<file path="config.mk">
export PLATFORM = sky130hd
export DESIGN_NAME = muldiv_unit
export DESIGN_NICKNAME = d
export VERILOG_FILES = /design/src/rtl/muldiv_unit.sv
export SDC_FILE = /design/constraint.sdc
export NUM_CORES = 1
export LEC_CHECK = 0
export ABC_CLOCK_PERIOD_IN_PS = 2100
export CAP_MARGIN = 20
export CORE_UTILIZATION = 45
export CTS_CLUSTER_SIZE = 20
export DETAILED_ROUTE_END_ITERATION = 7
export PLACE_DENSITY = 0.79
export SLEW_MARGIN = 5
export SYNTH_ARGS = -nofsm -noshare
export SYNTH_HDL_FRONTEND = slang
export SYNTH_SLANG_ARGS = --single-unit
</file>
<file path="constraint.sdc">
create_clock -name CLK -period 2.1 [get_ports CLK]
set_clock_uncertainty 0.1 [all_clocks]
set_input_delay 0.21 -clock CLK [delete_from_list [all_inputs] [get_ports CLK]]
set_output_delay 0.21 -clock CLK [all_outputs]
set_load 0.03 [all_outputs]
</file>
<file path="src/rtl/muldiv_unit.sv">
// Iterative unsigned multiply/divide unit: shift-add multiply or restoring divide over W cycles,
// then a single register-file write cycle.
module muldiv_unit #(
  parameter int W = 8
) (
  input  logic         CLK,
  input  logic         RST_N,
  input  logic         start,
  input  logic [1:0]   op,
  input  logic [W-1:0] opA,
  input  logic [W-1:0] opB,
  input  logic [2:0]   destIn,
  output logic         busy,
  output logic         done,
  output logic         regWrite,
  output logic [2:0]   Rd,
  output logic [W-1:0] writeValue,
  output logic [1:0]   state_dbg
);

  localparam int CW = (W > 1) ? $clog2(W) : 1;

  typedef enum logic [1:0] {
    IDLE = 2'd0,
    RUN  = 2'd1,
    WB   = 2'd2
  } state_t;

  state_t         state, state_nxt;
  logic [CW-1:0]  cnt;
  logic [1:0]     op_r;
  logic [W-1:0]   a_r, b_r, lo_r;
  logic [W:0]     hi_r;
  logic           last_iter;

  logic           is_div;
  logic [W:0]     mul_sum, div_shift, div_diff;
  logic           div_ge;
  logic [W:0]     hi_nxt;
  logic [W-1:0]   lo_nxt, result;

  assign last_iter = (cnt == CW'(W - 1));
  assign busy      = (state != IDLE);
  assign done      = (state == WB);
  assign regWrite  = (state == WB);
  assign state_dbg = state;

  always_ff @(posedge CLK or negedge RST_N) begin
    if (!RST_N) state <= IDLE;
    else        state <= state_nxt;
  end

  always_comb begin
    state_nxt = state;
    case (state)
      IDLE:    if (start) state_nxt = RUN;
      RUN:     if (last_iter) state_nxt = WB;
      WB:      state_nxt = IDLE;
      default: state_nxt = IDLE;
    endcase
  end

  // hi_r is the product high half (multiply) or the partial remainder (divide);
  // lo_r shifts out multiplier bits, or shifts out dividend bits while shifting in quotient bits.
  always_comb begin
    is_div    = op_r[1];
    mul_sum   = {1'b0, hi_r[W-1:0]} + (lo_r[0] ? {1'b0, a_r} : {(W+1){1'b0}});
    div_shift = {hi_r[W-1:0], lo_r[W-1]};
    div_diff  = div_shift - {1'b0, b_r};
    div_ge    = (div_shift >= {1'b0, b_r});
    if (is_div) begin
      hi_nxt = div_ge ? div_diff : div_shift;
      lo_nxt = {lo_r[W-2:0], div_ge};
    end else begin
      hi_nxt = {1'b0, mul_sum[W:1]};
      lo_nxt = {mul_sum[0], lo_r[W-1:1]};
    end
    case (op_r)
      2'd0:    result = lo_nxt;
      2'd1:    result = hi_nxt[W-1:0];
      2'd2:    result = lo_nxt;
      default: result = hi_nxt[W-1:0];
    endcase
  end

  always_ff @(posedge CLK or negedge RST_N) begin
    if (!RST_N) begin
      cnt        <= '0;
      op_r       <= '0;
      a_r        <= '0;
      b_r        <= '0;
      lo_r       <= '0;
      hi_r       <= '0;
      Rd         <= '0;
      writeValue <= '0;
    end else begin
      case (state)
        IDLE: begin
          if (start) begin
            a_r  <= opA;
            b_r  <= opB;
            op_r <= op;
            Rd   <= destIn;
            hi_r <= '0;
            lo_r <= op[1] ? opA : opB;
            cnt  <= '0;
          end
        end
        RUN: begin
          hi_r <= hi_nxt;
          lo_r <= lo_nxt;
          cnt  <= last_iter ? '0 : cnt + CW'(1);
          if (last_iter) writeValue <= result;
        end
        default: ;
      endcase
    end
  end

endmodule

</file>
# After elaboration in Yosys (flattened, before gate mapping)
# Cells that the tools add are included.
dict set report totals {
  regBits 50
  in_bits 24
  out_inout_bits 16
  word_cells 44
}
dict set report op_classes {
  n_addsub 3
  magnitude_cmp 1
  eq_ne 6
  n_mux 16
  n_reduce_logical 9
}
# cell count
set ops {}
lappend ops {{8-bit 2-to-1 mux} 8}
lappend ops {{8-bit one-hot mux with 2 select lines} 2}
lappend ops {{8-bit by 8-bit adder with 9-bit output} 1}
lappend ops {{9-bit by 8-bit greater-or-equal comparator with 1-bit output} 1}
lappend ops {{2-bit AND reduction} 4}
lappend ops {{8-bit subtractor} 1}
lappend ops {{3-bit 2-to-1 mux} 2}
lappend ops {{3-bit one-hot mux with 2 select lines} 1}
lappend ops {{2-bit equality test, second input constant} 2}
lappend ops {{2-bit logical NOT} 2}
lappend ops {{2-bit 2-to-1 mux} 2}
lappend ops {{2-bit != test, second input constant} 2}
lappend ops {{2-bit one-hot mux with 2 select lines} 1}
lappend ops {{2-bit nonzero test} 2}
lappend ops {{3-bit by 1-bit adder with 3-bit output, second input constant} 1}
lappend ops {{3-bit equality test, second input constant} 1}
lappend ops {{2-bit by 1-bit equality test with 1-bit output, second input constant} 1}
lappend ops {{2-bit OR reduction} 1}

# Logic depth before layout (Yosys ltp)
dict set report depth {
  ltp_word 4
  depth_mapped 10
  mapped_depth_nobuf 10
}

# Least setup slack after synthesis
# Ideal clock, no wire load.
dict set report synth_path {
  kind {flip-flop to flip-flop}
  start {register lo_r[0]}
  end {register writeValue[5]}
  setup_ns 0.125
  arrival_ns 2.007
  required_ns 1.875
  path_slack_ns -0.132
  path_stages_with_launch 11
  path_buffers 0
  synth_period_minus_slack_ns 2.232
  path_cell_list {dfrtp_1 -> and2_1 -> ha_1 -> inv_1 -> fa_1 -> nand2b_1 -> a21oi_1 -> o21a_1 -> o21ai_0 -> a41oi_1 -> a21oi_1}
}
dict set report synth_via {
  elab_chain_len 4
}
# item line_no
set synth_rtl {}
lappend synth_rtl {{from (decl)} 32} ;# logic [W-1:0] a_r, b_r, lo_r;
lappend synth_rtl {{from (signal assigned)} 105} ;# lo_r <= op[1] ? opA : opB;
lappend synth_rtl {{from (signal assigned)} 111} ;# lo_r <= lo_nxt;
lappend synth_rtl {{8-bit 2-to-1 mux} 67} ;# mul_sum = {1'b0, hi_r[W-1:0]} + (lo_r[0] ? {1'b0, a_r} : {(W+1){1'b0}});
lappend synth_rtl {{8-bit by 8-bit adder with 9-bit output} 67}
lappend synth_rtl {{8-bit 2-to-1 mux} 71} ;# if (is_div) begin
lappend synth_rtl {{8-bit 2-to-1 mux} 78} ;# case (op_r)
lappend synth_rtl {{to (signal assigned)} 113} ;# if (last_iter) writeValue <= result;
lappend synth_rtl {{to (decl)} 17} ;# output logic [W-1:0] writeValue,
# Every way passes these cells.
# A chain may end at the register's enable or synchronous reset.

# Worst setup path in the final report
# Same ends and word-level chain as after synthesis.

==> impl_metrics.env <==
export IMPL_drv_cap=0
export IMPL_cts_htree_levels=2
export IMPL_multi_input_area_sq_mm=0.00232
export IMPL_cp_arrival_ns=2.41
export IMPL_violations="setup timing"
export IMPL_dpl_hpwl_mm=7.16
export IMPL_worst_hold_slack_ns=0.141
export IMPL_dr_pass1_iters=6
export IMPL_slew_headroom_pct=62.2
export IMPL_synth_edff_count=0
export IMPL_cp_max_fo=7
export IMPL_track_usage_pct=27.9
export IMPL_cts_buffer_depth=2
export IMPL_nNetsFinal=512
export IMPL_fin_crit_ns=2.30
export IMPL_seq_area_sq_mm=0.00126
export IMPL_cts_sinks=50
export IMPL_clockRootBuffer="clkbuf_8"
export IMPL_synth_avg_cell_area_sq_um=8.78
export IMPL_synthArstFlopShare_pct=100
export IMPL_wire_per_inst_um=19.9
export IMPL_status="finished, violations left"
export IMPL_rsz0062_at_grt="true"
export IMPL_globalplace_congestion=0.928
export IMPL_yosys_warnings=0
export IMPL_fp_dieH_um=86.7
export IMPL_max_slew_worst_pin_slew_ns=0.567
export IMPL_vias=3443
export IMPL_timing_fmax_mhz=434
export IMPL_post_route_util_pct=70.9
export IMPL_critPathCaptureType="flip-flop"
export IMPL_die_area_sq_mm=0.00752
export IMPL_cts_made_buffers=5
export IMPL_die_w_um=86.7
export IMPL_crit_type="reg2reg"
export IMPL_startpoint_type="flip-flop"
export IMPL_ios=40
export IMPL_rows=30
export IMPL_antenna_found_initial=0
export IMPL_portBuffers=39
export IMPL_cts_tree="yes"
export IMPL_start_util_pct=47.0
export IMPL_postLayoutCellArea_sq_mm=0.00487
export IMPL_seq_area_frac_synth_pct=38.7
export IMPL_slew_viol_final=0
export IMPL_fillers=456
export IMPL_wl_mm=11.2
export IMPL_min_path_type="in2async"
export IMPL_drive_gt1_share_pct=36.0
export IMPL_period_share_pct=110
export IMPL_ys_flop_type="dfrtp_1"
export IMPL_drc_errors=0
export IMPL_drtIter0Drc=364
export IMPL_insertion_delay_ns=0.32
export IMPL_vias_per_cell=6.09
export IMPL_grt_start_max_net_pins=44
export IMPL_ys_ff_latch=50
export IMPL_diodes=0
export IMPL_finalSetupViolCount=17
export IMPL_clkSlewWorstSetupHoldPaths_ns=0.10
export IMPL_finalHoldViolCount=0
export IMPL_place_area_sq_mm=0.00411
export IMPL_core_sq_mm=0.00687
export IMPL_synth_nets=412
export IMPL_most_common_layout_cells="60 x nand2_1, 60 x buf_4, 45 x dfrtp_1"
export IMPL_post_place_ws_ns=-0.221
export IMPL_syn_to_final_growth_pct=50.7
export IMPL_yosysUniqueCellTypes=53
export IMPL_grt_pass1_vias=3214
export IMPL_setup_ws_ns=-0.202
export IMPL_required_ns=2.21
export IMPL_grt_overflow_total=0
export IMPL_ant_nets=0
export IMPL_syn_cell_area_sq_mm=0.00323
export IMPL_synthCells=368
export IMPL_grt_pass1_wl_mm=16.0
==> critical path, stage by stage, from the launching register on <==
cell,delay (ns)
dfrtp_2,0.46
and2_1,0.18
ha_1,0.30
buf_4,0.16
o21ai_2,0.08
a21oi_4,0.06
o21a_1,0.20
or3_4,0.35
a41oi_2,0.21
a21oi_1,0.09
==> timing repair <==
action | CTS | global route
hold endpoints to repair | 7 | 0
pin swaps | 23 | 35
endpoints found under the setup margin | 17 | 17
cloned | 1 | 1
hold buffers | 1 | 0
resized for setup | 45 | 62
buffers inserted | 7 | 8
==> flip-flops by register name (all words and copies together), names as in the netlist <==
signal and count:
Rd 3, writeValue 8, b_r 8, cnt 3, lo_r 8, state_dbg 2
a_r 8, op_r 2, hi_r 8
==> Yosys cell counts (all sizes together) (10+ instances only) <==
cell     n  area share [%]
ha      18             7.0
inv     18             2.1
dfrtp   50              39
nor3    12             2.0
nand2   63             7.3
o31ai   10             2.8
nor2    17             2.0
a21oi   20             3.3
clkbuf  13             1.5
mux2i   16             5.0
o21ai   29             4.5
nand3   13             2.0
==> per-layer routing <==
metal  up-vias  global-route usage (%)  routed length (um)
met2       208                    46.2                5550
met1      1673                    36.6                4520
met4         0                    11.8                 397
met5         -                       0                   0
li1       1523                       -                   -
met3        39                    4.10                 762
==> cell type report <==
class                           count  share of cell area [%]
Clock buffer                        5                    1.41
Inverter                           18                    1.39
Timing Repair Buffer              113                    20.3
Clock inverter                      3                   0.900
Sequential cell                    50                    25.8
Tap cell                           96                    2.47
Multi-Input combinational cell    280                    47.7
==> cell families (layout without fill, tap and decap cells) <==
family                     Yosys count  in the layout  share of synthesized area, %
buffers and inverters               39            139                          5.31
adders and majority gates           20             20                          8.21
and+or+nand+nor                    137            137                          19.9
DFF                                 50             50                          38.7
muxes                               16             16                          4.96
xor gates and xnor gates             5              5                          1.36
AOI/OAI and AO/OA                  101            102                          21.5
==> metrics by stage <==
step	instances	TNS, ns
final	565	-1.69
after global routing	565	-2.50
after CTS	559	-0.693
after detailed placement	543	-2.40
after global placement	543	-1.66
after floorplan	368	-0.115
==> worst paths after layout <==
check                               startpoint                         to  slack (ns)  cells after the start
max in group asynchronous                RST_N        lo_r[0]$_DFFE_PN0P_        0.94                      3
hold reg to reg             a_r[6]$_DFFE_PN0P_         a_r[6]$_DFFE_PN0P_        0.39                      2
setup reg to reg           lo_r[0]$_DFFE_PN0P_  writeValue[5]$_DFFE_PN0P_       -0.20                      9
hold / removal                           RST_N          Rd[2]$_DFFE_PN0P_        0.14                      2
min in group CLK                     destIn[1]          Rd[1]$_DFFE_PN0P_        0.31                      3
setup / recovery           lo_r[0]$_DFFE_PN0P_  writeValue[5]$_DFFE_PN0P_       -0.20                      9
Power is not shown: default switching activity piles up to over one toggle a cycle in this logic, so the estimate is an artifact.
==> variant: new RTL, same settings <==
Set the parameter `W` to 16 (it was 8).
--- a/src/rtl/muldiv_unit.sv
+++ b/src/rtl/muldiv_unit.sv
@@ -1,7 +1,7 @@
 // Iterative unsigned multiply/divide unit: shift-add multiply or restoring divide over W cycles,
 // then a single register-file write cycle.
 module muldiv_unit #(
-  parameter int W = 8
+  parameter int W = 16
 ) (
   input  logic         CLK,
   input  logic         RST_N,
Ports: changed (resized opA, opB and writeValue); port bits go from 40 to 64. No check against the original RTL was run, so the function may have changed too.
==> variant against the unedited design <==
  * The run still ends with setup timing left
  * Sequential cell count rose by 41
  * First-iteration DRC count rose by 130%
  * Final cell count rose by 83%
  * Highest routed layer unchanged
  * Core utilization fell by 0.98 points
  * Worst setup slack got worse by 0.74 ns
  * Synthesized area rose by 84%
  * Critical endpoint is now writeValue[8]
  * Wire length rose by 110%
  * Cell area rose by 83%
Power is not shown: default switching activity piles up to over one toggle a cycle in this logic, so the estimate is an artifact.
==> variant: results (changes against the unedited design) <==
[status]
violations=setup timing
outcome=complete, but fails checks

[route]
drt_iter0_markers=843  ; +130%
dr.pass1.iters=7  ; +1
vias=6506  ; +89%
wire_per_inst_um=22.4  ; +13%

[clock_tree]
clk_latency_ns=0.36  ; +0.04 ns
cts_buffers=9  ; +4
htreeDepth=3  ; +1
root_buffer=clkbuf_16
clkTransAtPathRegs_ns=0.07  ; -0.03 ns
clockBufferDepth=2  ; unchanged

[final_layout]
fillerInstances=882  ; +93%
n_antenna_cell=0  ; unchanged
final_nets=934  ; +82%
layout-drive-gt1-share_pct=32.3  ; -3.7 points

[synth]
seq_area_frac_synth_pct=38.3  ; -0.41 points
syn_nets=741  ; +80%
synth_top_cell_area_share_pct=38.3  ; -0.41 points
async_flop_share_pct=100  ; unchanged
yosysUniqueCellTypes=65  ; +23%
synth_warnings=0  ; unchanged
ys.flop_type=dfrtp_1
synth.area.top_cells=dfrtp_1 (38%), nand2_1 (7.5%), ha_1 (7.0%)
synth_common_cells=nand2_1 (119), dfrtp_1 (91), a21oi_1 (42), o21ai_0 (39), mux2i_1 (38)

[timing]
maxSlewHeadroom_pct=48.2  ; -14 points
finalSetupTns_ns=-22.90  ; -21.21 ns
finalSetupViolations=33  ; +16
finalWorstSetupSlack_ns=-0.941  ; -0.738 ns

[global_route]
grt_pass1_vias=6031  ; +88%
grt_max_degree=68  ; +55%
gr-usage-met2_pct=48.9  ; +2.7 points
antenna_found_initial=0  ; unchanged
grt_usage_pct=31.4  ; +3.5 points
gr-usage-met3_pct=6.18  ; +2.1 points
grt_pass1_wl_um=31900  ; +99%
met1_usage_pct=42.8  ; +6.2 points

[setup_path]
r2r_cells=9  ; unchanged
timing.rr.end=writeValue[8]
critPathTopFamily=multiplexers
cpMaxStageDelayCell=mux4_2
path_max_fanout=6  ; -1
slowest_delay_ns=0.50  ; +0.04 ns
startpoint=hi_r[4]
crit_arrival_ns=3.18  ; +0.77 ns

[min_path]
hold_path_class=input port to asynchronous set/reset pin

[place]
hpwl_um=14400  ; +100%
port_buffers=63  ; +62%
gp_congestion=1.04  ; +12%

variant: routing by layer:
layer	vias up	share of wire, %
li1	2758	-
met1	3080	38
met2	518	44
met3	150	11
met4	0	6.4
met5	-	0
variant: metrics by stage:
| stage | cells | hold slack, ns | worst slack, ns | util, % | cell area (um2) |
|---|---|---|---|---|---|
| final | 1036 | 0.209 | -0.941 | 69.9 | 8890 |
| after global routing | 1036 | 0.235 | -1.10 | 69.9 | 8890 |
| after CTS | 1021 | 0.216 | -0.790 | 65.7 | 8360 |
| after detailed placement | 991 | 0.0411 | -0.847 | 61.3 | 7790 |
| after global placement | 991 | 0.0272 | -0.762 | 61.3 | 7790 |
| after floorplan | 666 | -0.186 | -0.746 | - | 6110 |
variant: worst max path at each step:
stage	depth (start not counted)	end	slack (ns)
after floorplan	10	writeValue[8]	-0.75
after global placement	9	writeValue[7]	-0.76
after detailed placement	9	writeValue[3]	-0.85
after CTS	12	writeValue[8]	-0.79
after global routing	11	hi_r[14]	-1.10
final	9	writeValue[8]	-0.94
variant: timing repair:
item                                    in CTS  in global routing
buffers inserted                            13                 15
hold buffers                                 1                  0
gates resized for setup                     29                 79
hold endpoints to repair                    24                  0
endpoints found under the setup margin      33                 33
pin swaps                                   18                 37
variant: logic make-up after synthesis:
logic type                 synth area share, %
buffers and inverters                     4.38
DFF                                       38.3
xor gates and xnor gates                  3.54
and+or+nand+nor                           17.2
muxes                                     9.81
adders and majority gates                 7.62
AOI/OAI and AO/OA                         19.1
variant: layout make-up:
| class | instances | area, um2 | area share (%) |
|---|---|---|---|
| Multi-Input combinational cell | 509 | 4090 | 46.0 |
| Clock buffer | 13 | 270 | 3.04 |
| Clock inverter | 3 | 21.3 | 0.239 |
| Sequential cell | 91 | 2280 | 25.6 |
| Timing Repair Buffer | 217 | 1890 | 21.3 |
| Inverter | 31 | 119 | 1.34 |
| Tap cell | 172 | 215 | 2.42 |
variant: worst reg2reg max path, cell delays in order (launching register included):
cell and delay (ns):
dfrtp_1 0.43, ha_4 0.31, nand3_1 0.15, nor2_1 0.31, a31oi_4 0.13, o21ai_2 0.08, nor2b_4 0.29, mux2_4 0.34
mux4_2 0.50, mux2_4 0.28
